`config.mk`:
```
export PLATFORM = sky130hd
export DESIGN_NAME = imem_loader_flat
export DESIGN_NICKNAME = d
export VERILOG_FILES = /design/src/rtl/imem_loader_if.sv /design/src/rtl/imem_loader.sv /design/src/flat_wrapper.sv
export SDC_FILE = /design/constraint.sdc
export NUM_CORES = 1
export LEC_CHECK = 0
export BUFFER_PORTS_ARGS = -buffer_cell sky130_fd_sc_hd__buf_4
export CORE_MARGIN = 2
export CORE_UTILIZATION = 33
export CTS_CLUSTER_DIAMETER = 200
export DETAILED_ROUTE_END_ITERATION = 8
export PLACE_DENSITY = 0.6
export RECOVER_POWER = 50
export SETUP_SLACK_MARGIN = 0.2
export SYNTH_ARGS = -nofsm -noshare
export SYNTH_HDL_FRONTEND = slang
export SYNTH_SLANG_ARGS = --single-unit
```
`constraint.sdc`:
```
create_clock -name clk -period 8.6 [get_ports clk]
set_input_delay 0.43 -clock clk [delete_from_list [all_inputs] [get_ports clk]]
set_output_delay 0.43 -clock clk [all_outputs]
set_load 0.01 [all_outputs]
```
`src/rtl/imem_loader_if.sv`:
```
// Bundles the byte-stream input, the instruction-memory write port and the
// loader status outputs of imem_loader. The loader uses the slave modport;
// the side that drives the stream and watches the status uses master.
interface imem_loader_if #(
  parameter int ADDR_W = 10
);
  logic [7:0]        s_data;
  logic              s_valid;
  logic              s_ready;
  logic              imem_we;
  logic [ADDR_W-1:0] imem_addr;
  logic [31:0]       imem_wdata;
  logic              core_rst;
  logic              busy;
  logic              done;
  logic              err;
  logic [ADDR_W:0]   words_loaded;

  modport master (
    output s_data,
    output s_valid,
    input  s_ready,
    input  imem_we,
    input  imem_addr,
    input  imem_wdata,
    input  core_rst,
    input  busy,
    input  done,
    input  err,
    input  words_loaded
  );

  modport slave (
    input  s_data,
    input  s_valid,
    output s_ready,
    output imem_we,
    output imem_addr,
    output imem_wdata,
    output core_rst,
    output busy,
    output done,
    output err,
    output words_loaded
  );
endinterface

```
`src/rtl/imem_loader.sv`:
```
// imem_loader: receives framed program images over a byte stream
//   SYNC, LEN_HI, LEN_LO, 4*LEN data bytes (big-endian words), CSUM
// and writes the words to instruction memory from address 0, holding the core
// in reset until a frame with a good checksum has been loaded.
// Optional build macro LOADER_TIMEOUT_EN: abort a frame into the error state
// after TIMEOUT_CYCLES consecutive idle cycles while a frame is in progress.
module imem_loader #(
  parameter int          ADDR_W         = 10,
  parameter int          DEPTH          = 1024,
  parameter logic [7:0]  SYNC           = 8'hA5,
  parameter int          TIMEOUT_CYCLES = 4096
) (
  input  logic           clk,
  input  logic           rst,
  imem_loader_if.slave   bus
);

  localparam logic [2:0] ST_IDLE   = 3'd0;
  localparam logic [2:0] ST_LEN_HI = 3'd1;
  localparam logic [2:0] ST_LEN_LO = 3'd2;
  localparam logic [2:0] ST_DATA   = 3'd3;
  localparam logic [2:0] ST_CSUM   = 3'd4;
  localparam logic [2:0] ST_RUN    = 3'd5;
  localparam logic [2:0] ST_ERR    = 3'd6;

  logic [2:0]        r_state;
  logic [2:0]        w_next;

  logic              r_ready;
  logic              r_we;
  logic [ADDR_W-1:0] r_addr;
  logic [31:0]       r_wdata;
  logic [ADDR_W:0]   r_words;
  logic              r_core_rst;
  logic              r_busy;
  logic              r_done;
  logic              r_err;

  logic [7:0]        r_len_hi;
  logic [15:0]       r_len;
  logic [7:0]        r_sum;
  logic [23:0]       r_shift;
  logic [1:0]        r_bcnt;

  logic              w_xfer;
  logic              w_is_sync;
  logic              w_in_frame;
  logic [15:0]       w_len_in;
  logic              w_len_big;
  logic [7:0]        w_sum_fin;
  logic              w_sum_ok;
  logic              w_word_end;
  logic              w_last_word;
  logic              w_tmo;

  assign w_xfer      = bus.s_valid & r_ready;
  assign w_is_sync   = (bus.s_data == SYNC);
  assign w_in_frame  = (r_state == ST_LEN_HI) || (r_state == ST_LEN_LO) ||
                       (r_state == ST_DATA)   || (r_state == ST_CSUM);
  assign w_len_in    = {r_len_hi, bus.s_data};
  assign w_len_big   = {1'b0, w_len_in} > 17'(DEPTH);
  assign w_sum_fin   = r_sum + bus.s_data;
  assign w_sum_ok    = (w_sum_fin == 8'h00);
  assign w_word_end  = (r_bcnt == 2'd3);
  assign w_last_word = w_word_end && ((16'(r_words) + 16'd1) == r_len);

`ifdef LOADER_TIMEOUT_EN
  logic [31:0] r_tmo_cnt;
  logic        r_timeout;

  assign w_tmo = w_in_frame && !w_xfer &&
                 (r_tmo_cnt == 32'(TIMEOUT_CYCLES - 1));

  // Idle-cycle counter while a frame is open; any transfer restarts it
  always_ff @(posedge clk or posedge rst) begin
    if (rst) begin
      r_tmo_cnt <= '0;
    end else if (!w_in_frame || w_xfer) begin
      r_tmo_cnt <= '0;
    end else begin
      r_tmo_cnt <= r_tmo_cnt + 32'd1;
    end
  end

  // Sticky record that the last abort came from an idle gap
  always_ff @(posedge clk or posedge rst) begin
    if (rst) begin
      r_timeout <= 1'b0;
    end else if (w_tmo) begin
      r_timeout <= 1'b1;
    end
  end
`else
  assign w_tmo = 1'b0;
`endif

  // Next-state decode; nothing advances without a transfer except a timeout
  always_comb begin
    w_next = r_state;
    case (r_state)
      ST_IDLE: begin
        if (w_xfer && w_is_sync) w_next = ST_LEN_HI;
      end
      ST_LEN_HI: begin
        if (w_xfer) w_next = ST_LEN_LO;
      end
      ST_LEN_LO: begin
        if (w_xfer) begin
          if (w_len_big)              w_next = ST_ERR;
          else if (w_len_in == 16'd0) w_next = ST_CSUM;
          else                        w_next = ST_DATA;
        end
      end
      ST_DATA: begin
        if (w_xfer && w_last_word) w_next = ST_CSUM;
      end
      ST_CSUM: begin
        if (w_xfer) w_next = w_sum_ok ? ST_RUN : ST_ERR;
      end
      ST_RUN, ST_ERR: begin
        if (w_xfer && w_is_sync) w_next = ST_LEN_HI;
      end
      default: w_next = ST_IDLE;
    endcase
    if (w_tmo) w_next = ST_ERR;
  end

  // State register and status flags; flags are registered from the next
  // state so core_rst/done/err change glitch-free together with the state
  always_ff @(posedge clk or posedge rst) begin
    if (rst) begin
      r_state    <= ST_IDLE;
      r_ready    <= 1'b0;
      r_core_rst <= 1'b1;
      r_busy     <= 1'b0;
      r_done     <= 1'b0;
      r_err      <= 1'b0;
    end else begin
      r_state    <= w_next;
      r_ready    <= 1'b1;
      r_core_rst <= (w_next != ST_RUN);
      r_busy     <= (w_next == ST_LEN_HI) || (w_next == ST_LEN_LO) ||
                    (w_next == ST_DATA)   || (w_next == ST_CSUM);
      r_done     <= (w_next == ST_RUN);
      r_err      <= (w_next == ST_ERR);
    end
  end

  // Header capture and running checksum over LEN_HI, LEN_LO and data bytes
  always_ff @(posedge clk or posedge rst) begin
    if (rst) begin
      r_len_hi <= '0;
      r_len    <= '0;
      r_sum    <= '0;
    end else if (w_xfer) begin
      case (r_state)
        ST_LEN_HI: begin
          r_len_hi <= bus.s_data;
          r_sum    <= bus.s_data;
        end
        ST_LEN_LO: begin
          r_len <= w_len_in;
          r_sum <= w_sum_fin;
        end
        ST_DATA: begin
          r_sum <= w_sum_fin;
        end
        default: ;
      endcase
    end
  end

  // Big-endian word assembly; the first three bytes wait in r_shift and the
  // fourth completes the word straight into the write register
  always_ff @(posedge clk or posedge rst) begin
    if (rst) begin
      r_shift <= '0;
      r_bcnt  <= '0;
    end else if (w_xfer) begin
      if (r_state == ST_LEN_LO) begin
        r_bcnt <= '0;
      end else if (r_state == ST_DATA) begin
        r_shift <= {r_shift[15:0], bus.s_data};
        r_bcnt  <= r_bcnt + 2'd1;
      end
    end
  end

  // One-cycle write strobe; the word count doubles as the next write address
  always_ff @(posedge clk or posedge rst) begin
    if (rst) begin
      r_we    <= 1'b0;
      r_addr  <= '0;
      r_wdata <= '0;
      r_words <= '0;
    end else begin
      r_we <= 1'b0;
      if (w_xfer) begin
        if ((r_state == ST_DATA) && w_word_end) begin
          r_we    <= 1'b1;
          r_addr  <= r_words[ADDR_W-1:0];
          r_wdata <= {r_shift, bus.s_data};
          r_words <= r_words + 1'b1;
        end else if (((r_state == ST_IDLE) || (r_state == ST_RUN) ||
                      (r_state == ST_ERR)) && w_is_sync) begin
          r_words <= '0;
        end
      end
    end
  end

  assign bus.s_ready      = r_ready;
  assign bus.imem_we      = r_we;
  assign bus.imem_addr    = r_addr;
  assign bus.imem_wdata   = r_wdata;
  assign bus.core_rst     = r_core_rst;
  assign bus.busy         = r_busy;
  assign bus.done         = r_done;
  assign bus.err          = r_err;
  assign bus.words_loaded = r_words;

endmodule
```
`src/flat_wrapper.sv`:
```
// flat-port wrapper written by rule: the top's interface ports become plain ports
module imem_loader_flat 
#(
  parameter int          ADDR_W         = 10,
  parameter int          DEPTH          = 1024,
  parameter logic [7:0]  SYNC           = 8'hA5,
  parameter int          TIMEOUT_CYCLES = 4096
)
  (clk, rst, bus_s_data, bus_s_valid, bus_s_ready, bus_imem_we, bus_imem_addr, bus_imem_wdata, bus_core_rst, bus_busy, bus_done, bus_err, bus_words_loaded);
  imem_loader_if #(.ADDR_W(ADDR_W)) bus_i ();
  input  logic clk;
  input  logic rst;
  input wire logic [$bits(bus_i.s_data)-1:0] bus_s_data;
  input wire logic [$bits(bus_i.s_valid)-1:0] bus_s_valid;
  output wire logic [$bits(bus_i.s_ready)-1:0] bus_s_ready;
  output wire logic [$bits(bus_i.imem_we)-1:0] bus_imem_we;
  output wire logic [$bits(bus_i.imem_addr)-1:0] bus_imem_addr;
  output wire logic [$bits(bus_i.imem_wdata)-1:0] bus_imem_wdata;
  output wire logic [$bits(bus_i.core_rst)-1:0] bus_core_rst;
  output wire logic [$bits(bus_i.busy)-1:0] bus_busy;
  output wire logic [$bits(bus_i.done)-1:0] bus_done;
  output wire logic [$bits(bus_i.err)-1:0] bus_err;
  output wire logic [$bits(bus_i.words_loaded)-1:0] bus_words_loaded;
  assign bus_i.s_data = bus_s_data;
  assign bus_i.s_valid = bus_s_valid;
  assign bus_s_ready = bus_i.s_ready;
  assign bus_imem_we = bus_i.imem_we;
  assign bus_imem_addr = bus_i.imem_addr;
  assign bus_imem_wdata = bus_i.imem_wdata;
  assign bus_core_rst = bus_i.core_rst;
  assign bus_busy = bus_i.busy;
  assign bus_done = bus_i.done;
  assign bus_err = bus_i.err;
  assign bus_words_loaded = bus_i.words_loaded;
  imem_loader #(.ADDR_W(ADDR_W), .DEPTH(DEPTH), .SYNC(SYNC), .TIMEOUT_CYCLES(TIMEOUT_CYCLES)) u_core (.clk(clk), .rst(rst), .bus(bus_i));
endmodule
```
Yosys cells after proc, flatten, opt, wreduce, memory -nomap -nowiden
Index checks and enable logic that the tools add are counted.
- flip-flop bits (word level): 120
- latch bits: 0
- bits in writable memories: 0
- bits in read-only memories: 0
- input bits: 11
- output and inout port bits: 59
- word-level logic and storage cells: 79
- memories kept: 0
- $add $sub $neg: 4
- multiply operators: 0
- div/mod/pow operators: 0
- order comparisons: 1
- equality and inequality tests: 16
- shift-type cells: 0
- multiplexer cells: 16
- bitwise operators: 2
- reductions and logical operators: 25
- operator list (operator ; count):
    11-bit two-way mux ; 2
    3-bit two-way mux ; 7
    3-bit == test, second input constant ; 6
    16-bit == test ; 1
    16-bit by 11-bit greater-than comparator with 1-bit output, second input constant ; 1
    16-bit logical NOT ; 1
    8-bit case mux with 2 select lines ; 1
    3-bit case mux with 5 select lines ; 1
    11-bit by 1-bit adder with 12-bit output, second input constant ; 1
    3-bit by 2-bit == test with 1-bit output, second input constant ; 4
    2-bit AND reduction ; 6
    11-bit by 1-bit adder with 11-bit output, second input constant ; 1
    8-bit adder ; 1
    8-bit == test, second input constant ; 1
    8-bit logical NOT ; 1
    3-bit by 1-bit == test with 1-bit output, second input constant ; 2
    2-bit two-way mux ; 3
    2-bit nonzero test ; 3
    1-bit logical AND ; 5
    1-bit logical OR ; 5
    3-bit logical NOT ; 1
    3-bit != test, second input constant ; 1
    3-bit AND reduction ; 1
    3-bit OR reduction ; 1
    6 further kinds ; 7

Depth between registers and ports, before layout
- depth in word-level cells: 10
- mapped depth: 9
- depth with buffers taken out: 9

Worst setup path after synthesis
OpenSTA, ideal clock, no wires.
- kind: input to register
- from: input port bus_s_data[0]
- to: register u_core.r_done (netlist: u_core.bus.done)
- library setup time: 0.064 ns
- data arrival time: 2.337 ns
- data required time: 8.536 ns
- setup slack: 6.198 ns
- cell stages on the path: 9
- buffers on the path: 0
- path through: ha_1 > fa_1 > and3_1 > o2111a_1 > a211oi_1 > nand2_1 > or3_1 > nand3_2 > o21a_1
- cells in the longest elaborated chain, start to end: 6
- elaborated cells between the ends (all ways): 14
- those cells by class: 1 x add/sub; 1 x order compare; 2 x eq/ne; 7 x mux; 3 x reduce/logical
- ends and longest elaborated chain (item ; RTL line ; text):
    start: declaration ; flat_wrapper.sv:13 ; input wire logic [$bits(bus_i.s_data)-1:0] bus_s_data;
    8-bit adder / 16-bit logical NOT (equally long branches) ; imem_loader.sv:62, imem_loader.sv:110 ;
    8-bit logical NOT / 3-bit two-way mux (equally long branches) ; imem_loader.sv:63, imem_loader.sv:110 ;
    2-bit two-way mux / 3-bit two-way mux (equally long branches) ; imem_loader.sv:118, imem_loader.sv:109 ;
    3-bit two-way mux (on tied branches) ; imem_loader.sv:118, imem_loader.sv:108 ;
    3-bit case mux with 5 select lines (*) ; imem_loader.sv:100 ; case (r_state)
    via u_core.w_next[0] ; imem_loader.sv:27 ; logic [2:0] w_next;
    3-bit == test (*) ; imem_loader.sv:144 ; r_done <= (w_next == ST_RUN);
    end signal: assignment ; imem_loader.sv:144 ;
    end: declaration ; imem_loader.sv:36 ; logic r_done;
Mark *: on every way through the listed nets, which the timed path passes. The rest lies on a longest branch.
A chain may end at the register's enable or synchronous reset.

==> run summary <==
H-tree levels -> 4
CTS buffer count -> 17
post-CTS resize count -> 0
post-synth net total -> 642
mapped cell area -> 5840 sq um
Starting Density -> 0.338
full die area -> 18,800 sq um
Post-Synth Simple-Gate Area -> 0.253
Avg Inst Size Synth -> 9.41 sq um
Worst slew margin -> -1.33
Comb power frac -> 0.232
largest net degree at the start of global routing -> 68
largest family of logic cells by synthesized area -> simple AND/OR/NAND/NOR gates
Final min period -> 4.76 ns
total gr overflow -> 0
final setup vio count -> 0
Critical Path End Type -> asynchronous set/reset pin
internal power -> 1250 uW
clk root buf -> clkbuf_16
Worst setup SP type -> input port
NetSw -> 600 uW
drt first pass iters -> 4
asr flop ratio synth -> 1.00
Final Cycle Share -> 0.553
#FFs+latches synth -> 120
clk slew on worst S/H paths -> 0.06 ns
Peak VDD IR -> 0.148 mV
Post-synth EDFFs -> 0
Min-Delay Path Class -> in2reg
maximum root-to-sink buffer count -> 2
global-route usage over all layers -> 0.159
Via density -> 4.90
Row Count -> 48
Metal-1 WL -> 6930 um
fraction of layout cells with a size suffix above 1 -> 0.141
hold slack -> 0.317 ns
sequential fraction of the synthesis area -> 0.514
Skew-Pair Late Insertion Delay -> 0.42 ns
DRT Wirelength -> 14,000 um
post-CTS setup buffer count -> 0
Core Box Area -> 17,300 sq um
Crit Path Max Fanout -> 67
cell taking the most area after synthesis -> dfrtp_1
RD Place Congestion -> 0.851
RSZ-0062 raised after global routing -> no
Syn. warnings -> 0
Die H -> 137 um
Layout Utilization -> 0.395
Inserted Diodes -> 0
post-synthesis mux area share -> 0.0589
Synth cell types -> 71
# fillers -> 1,774
Max-Cap Viols -> 2
# IOs -> 70
DR top layer -> met4
sw frac -> 0.324
vias in the first global route -> 4,235
DR WL met3 -> 642 um
Residual DRC -> 0
largest cells by area after synthesis -> dfrtp_1 51%, nand2_1 15%, mux2_2 4.6%
Mapped Cells -> 621
WL/cell -> 15.2 um
status -> complete, but fails checks
Max Fclk -> 210 MHz
Via Count -> 4,500
Buffers on Ports -> 69
required time worst endpoint -> 8.32 ns
most frequent cells in the layout -> 230 x nand2_1, 119 x dfrtp_1, 59 x clkbuf_1
Clock Skews -> 0.00624 ns
area delta synth->final -> 17.1%
ys flop type -> dfrtp_1
first-pass GRT wire length -> 22,600 um
setup TNS -> 0 ns
antenna violations before repair -> 0
Critical Path AT -> 4.48 ns
pwr/cell area -> 271 nW/um^2
hold-fix buffers at CTS -> 0
Final Hold Vio Count -> 0
violations in the final reports -> capacitance limit, slew limit
WS Path Type -> in2async
Tot Pwr -> 1850 uW
sequential power share -> 0.412
Layout Nets -> 702
CTS tree -> built
TritonCTS Sinks -> 120
Slew Limit Fails -> 123
DRT antenna net count -> 0
leading cell type in the layout, fill and taps excluded -> nand2_1
detailed-placement wirelength estimate -> 9420 um
First DRT Iteration DRCs -> 319
XOR/XNOR Fraction of Synth Area -> 0.0225
worst slew pin tran -> 3.50 ns
met2 wire length -> 6210 um
Compound-Gate Fraction of Synth Area -> 0.0908
clock share of power -> 0.355
area fraction of the dominant cell type after synthesis -> 0.510
Pleak -> 0.00333 uW
Synth Area in Adders -> 0.0227
die width -> 137 um
## per-stage QoR
| step | setup slack [ns] | area [sq um] | instances |
|---|---|---|---|
| 4_1_cts | 5.47 | 7060 | 919 |
| 3_5_place_dp | 5.48 | 6500 | 887 |
| 6_report | 3.84 | 6840 | 919 |
| 3_3_place_gp | 5.59 | 6500 | 887 |
| 5_1_grt | 2.69 | 6840 | 919 |
| 2_1_floorplan | 4.99 | 5840 | 621 |
## cell families (layout without fill, tap and decap cells)
logic type | Yosys count | after routing
buffers and inverters | 40 | 113
other | 1 | 1
xor gates and xnor gates | 15 | 15
and+or+nand+nor | 328 | 328
adders and majority gates | 10 | 10
AOI/OAI and AO/OA | 76 | 76
muxes | 31 | 31
DFF | 120 | 120
## power by group through the flow
| stage | sequential [uW] | clock (uW) | combinational [uW] |
|---|---|---|---|
| floorplan | 791 | 0 | 267 |
| global placement | 774 | 0 | 493 |
| detailed placement | 775 | 0 | 497 |
| CTS | 767 | 674 | 499 |
| global route | 780 | 702 | 495 |
| finish | 763 | 657 | 430 |
## routing by layer
| metal | up-vias | global-route usage |
|---|---|---|
| met2 | 100 | 0.232 |
| met1 | 2145 | 0.225 |
| met4 | 0 | 0.0590 |
| met5 | - | 0 |
| li1 | 2239 | - |
| met3 | 16 | 0.0448 |
## critical path: stages
cell,delay (ns)
clkbuf_4,0.11
clkinvlp_2,1.34
clkbuf_1,2.55
## area by class of cell
| cell class | instances | area [sq um] | share of cell area |
|---|---|---|---|
| inverters | 7 | 27.5 | 0.00402 |
| well taps | 225 | 282 | 0.0412 |
| multi-input cells | 461 | 2640 | 0.385 |
| flip-flops and latches | 120 | 3000 | 0.439 |
| repair buffers | 74 | 342 | 0.0499 |
| clock inverters | 12 | 104 | 0.0152 |
| clock buffers | 20 | 447 | 0.0653 |
## state kept, by name, indices dropped and copies added (netlist names)
signal	cells
u_core.bus.imem_addr	10
u_core.r_bcnt	2
u_core.bus.s_ready	1
u_core.r_state	3
u_core.r_len	16
u_core.bus.imem_we	1
u_core.r_shift	24
u_core.bus.err	1
u_core.bus.words_loaded	11
u_core.bus.core_rst	1
u_core.bus.done	1
u_core.bus.imem_wdata	32
u_core.r_len_hi	8
u_core.r_sum	8
u_core.bus.busy	1
## worst paths after layout
check,startpoint,end,slack (ns),cells past startpoint
hold reg to reg,u_core.bus.imem_wdata[25],u_core.bus.imem_wdata[25],0.47,2
setup reg to reg,u_core.r_state[2],u_core.bus.words_loaded[4],5.50,9
hold / removal,bus_s_data[4],u_core.r_shift[4],0.32,3
max in group clk,u_core.r_state[2],u_core.bus.words_loaded[4],5.50,9
setup / recovery,rst,u_core.bus.imem_wdata[15],3.84,3
min in group asynchronous,rst,u_core.bus.words_loaded[3],0.67,2
## synthesized netlist by cell type (2+ instances only)
master    count
o21ai_1       2
or3_1         3
mux2_2       24
clkbuf_1     19
nor4b_1       3
a211oi_1      3
a31oi_1       2
buf_1         3
or4_1         4
nor3_1       12
dfrtp_1     119
nand2b_1      5
mux2i_1       6
nand4_1       9
or3b_2        2
nand3b_1      3
nor2_1       17
nand3_2       2
and2_1        2
clkbuf_8      3
xnor2_1       5
o31ai_1       6
o21a_1        2
nand4b_1      2
ha_1          9
nor2b_1       2
o21ai_0      34
nor4_1        5
inv_1         7
buf_2         3
nand3_1       9
and3_1        6
xor2_1       10
nand2_1     231
buf_6         4
a21oi_1       8
Note: power is estimated with default switching activity, not from simulation.
